`config.mk`:
```
export PLATFORM = sky130hd
export DESIGN_NAME = ifu
export DESIGN_NICKNAME = d
export VERILOG_FILES = /design/src/rtl/ifu.sv
export SDC_FILE = /design/constraint.sdc
export NUM_CORES = 1
export LEC_CHECK = 0
export ABC_AREA = 0
export CORE_MARGIN = 1
export CORE_UTILIZATION = 39
export DETAILED_ROUTE_END_ITERATION = 8
export GPL_TIMING_DRIVEN = 0
export PLACE_DENSITY = 0.8
export SETUP_SLACK_MARGIN = 0.4
export SYNTH_ARGS = -nofsm -noshare
export SYNTH_HDL_FRONTEND = slang
export SYNTH_SLANG_ARGS = --single-unit
```
`constraint.sdc`:
```
create_clock -name clock -period 1.6 [get_ports clock]
set_input_delay 0.32 -clock clock [delete_from_list [all_inputs] [get_ports clock]]
set_output_delay 0.32 -clock clock [all_outputs]
set_load 0.02 [all_outputs]
```
`src/rtl/ifu.sv`:
```
// ifu: instruction fetch unit, one fetch in flight, four-state request/response/output/wait loop.
// Optional misaligned-PC detection is compiled in with YSYX_23060251_IFU_MISALIGN_EN.
module ifu #(
    parameter logic [31:0] RESET_PC = 32'h8000_0000
) (
    input  logic        clock,
    input  logic        reset,
    input  logic [31:0] npc_i,
    input  logic        npc_valid_i,
    output logic        npc_ready_o,
    output logic [31:0] araddr_o,
    output logic        arvalid_o,
    input  logic        arready_i,
    input  logic [31:0] rdata_i,
    input  logic [1:0]  rresp_i,
    input  logic        rvalid_i,
    output logic        rready_o,
    output logic [31:0] pc_o,
    output logic [31:0] inst_o,
    output logic        inst_valid_o,
    input  logic        inst_ready_i,
    output logic        fetch_err_o
);
    typedef enum logic [1:0] {S_REQ, S_RESP, S_OUT, S_WAIT} state_t;

    state_t      r_state;
    state_t      w_next;
    logic [31:0] r_pc;
    logic [31:0] r_inst;
    logic        r_err;
    logic        w_mis_en;
    logic        w_mis;
    logic        w_npc_fire;
    logic        w_r_fire;

`ifdef YSYX_23060251_IFU_MISALIGN_EN
    assign w_mis_en = 1'b1;
`else
    assign w_mis_en = 1'b0;
`endif

    assign w_mis      = w_mis_en & (|npc_i[1:0]);
    assign w_npc_fire = npc_ready_o & npc_valid_i;
    assign w_r_fire   = rready_o & rvalid_i;
    assign araddr_o   = r_pc;
    assign pc_o       = r_pc;
    assign inst_o     = r_inst;
    assign fetch_err_o = r_err;

    always_ff @(posedge clock) begin
        if (reset) begin
            r_state <= S_REQ;
            r_pc    <= RESET_PC;
            r_inst  <= '0;
            r_err   <= 1'b0;
        end else begin
            r_state <= w_next;
            if (w_r_fire) begin
                r_inst <= rdata_i;
                r_err  <= rresp_i != 2'b00;
            end
            // A misaligned target is reported straight to decode without touching the bus.
            if (w_npc_fire) begin
                r_pc <= w_mis ? npc_i : {npc_i[31:2], 2'b00};
                if (w_mis) begin
                    r_inst <= '0;
                    r_err  <= 1'b1;
                end
            end
        end
    end

    // Handshake outputs are forced low during reset so nothing escapes the reset cycle.
    always_comb begin
        w_next       = r_state;
        arvalid_o    = 1'b0;
        rready_o     = 1'b0;
        inst_valid_o = 1'b0;
        npc_ready_o  = 1'b0;
        case (r_state)
            S_REQ: begin
                arvalid_o = !reset;
                w_next    = arready_i ? S_RESP : S_REQ;
            end
            S_RESP: begin
                rready_o = !reset;
                w_next   = rvalid_i ? S_OUT : S_RESP;
            end
            S_OUT: begin
                inst_valid_o = !reset;
                w_next       = inst_ready_i ? S_WAIT : S_OUT;
            end
            default: begin
                npc_ready_o = !reset;
                w_next      = npc_valid_i ? (w_mis ? S_OUT : S_REQ) : S_WAIT;
            end
        endcase
    end
endmodule

```
==> results.json <==
{
  "totalWireLength_mm": 8.645,
  "dr.pass1.iters": 3,
  "hold_path.class": "reg2reg",
  "synthToLayoutAreaGrowth_pct": 77.00,
  "drt_iter0_drc": 28,
  "hold_path_depth": 2,
  "avgSynthCellArea_um2": 10.83,
  "period_share_pct": 90.47,
  "rsz0062_at_grt": "true",
  "end_kind": "output port",
  "nets": 569,
  "pwr_density_cell_nw_per_um2": 717.9,
  "tritoncts": "yes",
  "drcViolationCount": 0,
  "finalNonFillerCells": 604,
  "num_antenna_cells": 0,
  "synth_top_area_cell": "dfxtp_1",
  "grt_overflow": 0,
  "ff2ff_setup_slack_ps": 180,
  "final_antenna_net_count": 0,
  "timing.fmax_ghz": 0.6908,
  "numClockSinks": 65,
  "r2r-start": "r_state[1]",
  "core_um2": 7807,
  "rows": 32,
  "netlist_area_um2": 3183,
  "die_area_um2": 8527,
  "cts_max_path_buffers": 2,
  "max_cap_viol_count": 0,
  "wl_per_cell_um": 14.31,
  "clk_pin_slew_ps": 70,
  "ys_seq_area_share_pct": 40.88,
  "vias": 2647,
  "worst_ep_required_time_ps": 1280,
  "synth_top_cell_area_share_pct": 40.88,
  "final.min_clock_period_ps": 1448,
  "vias_per_cell": 4.382,
  "antenna_found_initial": 0,
  "ctsHoldBuffers": 0,
  "drive_above_1_share_pct": 50.80,
  "synth_seq_cells": 65,
  "synthArstFlopShare_pct": 0,
  "portBuffers": 165,
  "dieWidth_um": 92.34,
  "ys_types": 21,
  "synth-adder-area-share_pct": 0,
  "die_y_um": 92.34,
  "grt_pass1_wl_mm": 13.79,
  "grt_max_degree": 12,
  "synthXorXnorAreaFrac_pct": 0,
  "hold_violations": 0,
  "rr_endpoint": "inst_o[19]",
  "worstSetupPathType": "reg2out",
  "ys_warn_count": 0,
  "place.gp.congestion": 0.7044,
  "whs_endpoint": "inst_o[25]",
  "tns_ps": 0,
  "synth-simple-area-share_pct": 20.72,
  "place_ws_ps": -292.5,
  "cp.arrival_ps": 1130,
  "synth_top_family_by_area": "multiplexers",
  "critPathMaxFanout": 3,
  "start_util_pct": 40.77,
  "clock_skew_ps": 6.376,
  "grt_usage_pct": 20.48,
  "status": "finished, final reports clean",
  "clockRootBuffer": "clkbuf_8",
  "p_leak_nw": 2.623,
  "synth.area.top_cells": "dfxtp_1, mux2_4, nand2b_1, mux2i_1, buf_4",
  "htree_levels": 3,
  "hp-start": "inst_o[25]",
  "vdd_drop_max_v": 0.0005314,
  "ios": 173,
  "hpwlAfterDp_mm": 5.875,
  "synthMuxAreaShare_pct": 25.04,
  "grt_pass1_vias": 2814,
  "synth_edf_count": 0,
  "layout_setup_ws_ps": 152.4,
  "synthFlopType": "dfxtp_1",
  "synth_most_common_cell": "nand2b_1",
  "reg2regPathDepth": 7,
  "synth_common_cells": "nand2b_1, dfxtp_1, buf_4, mux2i_1",
  "synth_cells": 294,
  "synth_compound_area_share_pct": 0.9041,
  "cts_buffers": 9,
  "setup_viol": 0,
  "slew_violations": 0,
  "worstSkewPairLatency_ps": 330,
  "place_inst": 564,
  "start_kind": "flip-flop"
}
-- through the flow --
step / utilization [%] / hold WS [ps] / instance area [um2] / power, mW
2_1_floorplan: - / 452.3 / 3249 / 2.057
3_3_place_gp: 64.41 / 456.7 / 5029 / 2.379
3_5_place_dp: 64.41 / 464.3 / 5029 / 2.388
4_1_cts: 70.27 / 467.9 / 5487 / 4.037
5_1_grt: 72.16 / 476.0 / 5634 / 4.202
6_report: 72.16 / 468.6 / 5634 / 4.045
-- critical path: stages, from the launching register on --
cell	delay (ps)
dfxtp_4	350
or2_4	260
nor2_4	90
buf_6	120
-- area by class of cell --
type,instances,area [um2]
fillers,591,2173
repair buffers,189,1799
plain buffers,53,576.8
multi-input cells,177,1544
clock buffers,11,151.4
flip-flops and latches,65,1345
inverters,2,12.51
well taps,102,127.6
clock inverters,5,77.57
-- state kept, by name, indices dropped and copies added, names as in the netlist --
signal       count
fetch_err_o      1
inst_o          32
r_state          2
araddr_o        30
-- logic make-up after synthesis --
logic type             count (synthesis)
multiplexers                          65
other                                  1
buffers and inverters                 55
AND/OR/NAND/NOR                      104
AO/OA/AOI/OAI                          4
flip-flops                            65
-- where the power goes --
| group | internal (mW) | switching, mW |
|---|---|---|
| clock network | 0.958 | 0.636 |
| logic | 0.454 | 0.295 |
| registers | 1.67 | 0.0309 |
-- cell usage in the layout, fill, tap and decap left out, drive strengths merged --
cell type,instances
a21bo,1
a21oi,1
and3b,1
buf,165
bufinv,2
clkbuf,20
clkdlybuf4s50,67
clkinv,2
clkinvlp,1
conb,4
dfxtp,65
dlygate4sd2,1
inv,2
mux2,30
mux2i,35
nand2b,66
nand3b,1
nand4b,1
nor2,5
nor2b,29
o21bai,1
o22ai,1
or2,1
-- timing repair --
item | 4_1_cts | 5_1_grt
pin swaps | 3 | 3
endpoints found under the setup margin | 156 | 126
setup buffers | 13 | 6
cloned | 5 | 0
endpoints found under the hold margin | 0 | 0
resized for setup | 548 | 38
-- worst max path at each step --
stage,from,end,cells after the start
2_1_floorplan,reset,arvalid_o,4
3_3_place_gp,reset,arvalid_o,5
3_5_place_dp,reset,arvalid_o,5
4_1_cts,r_state[0],inst_valid_o,3
5_1_grt,r_state[1],inst_o[19],7
6_report,r_state[0],inst_valid_o,3
-- per-layer routing --
metal	vias up	wire, um	track usage [%]
met5	-	0	0
met4	0	105	6.771
met3	10	472	4.762
met2	93	4383	35.99
met1	1232	3684	24.45
li1	1312	-	-
(Power assumes the default switching activity.)
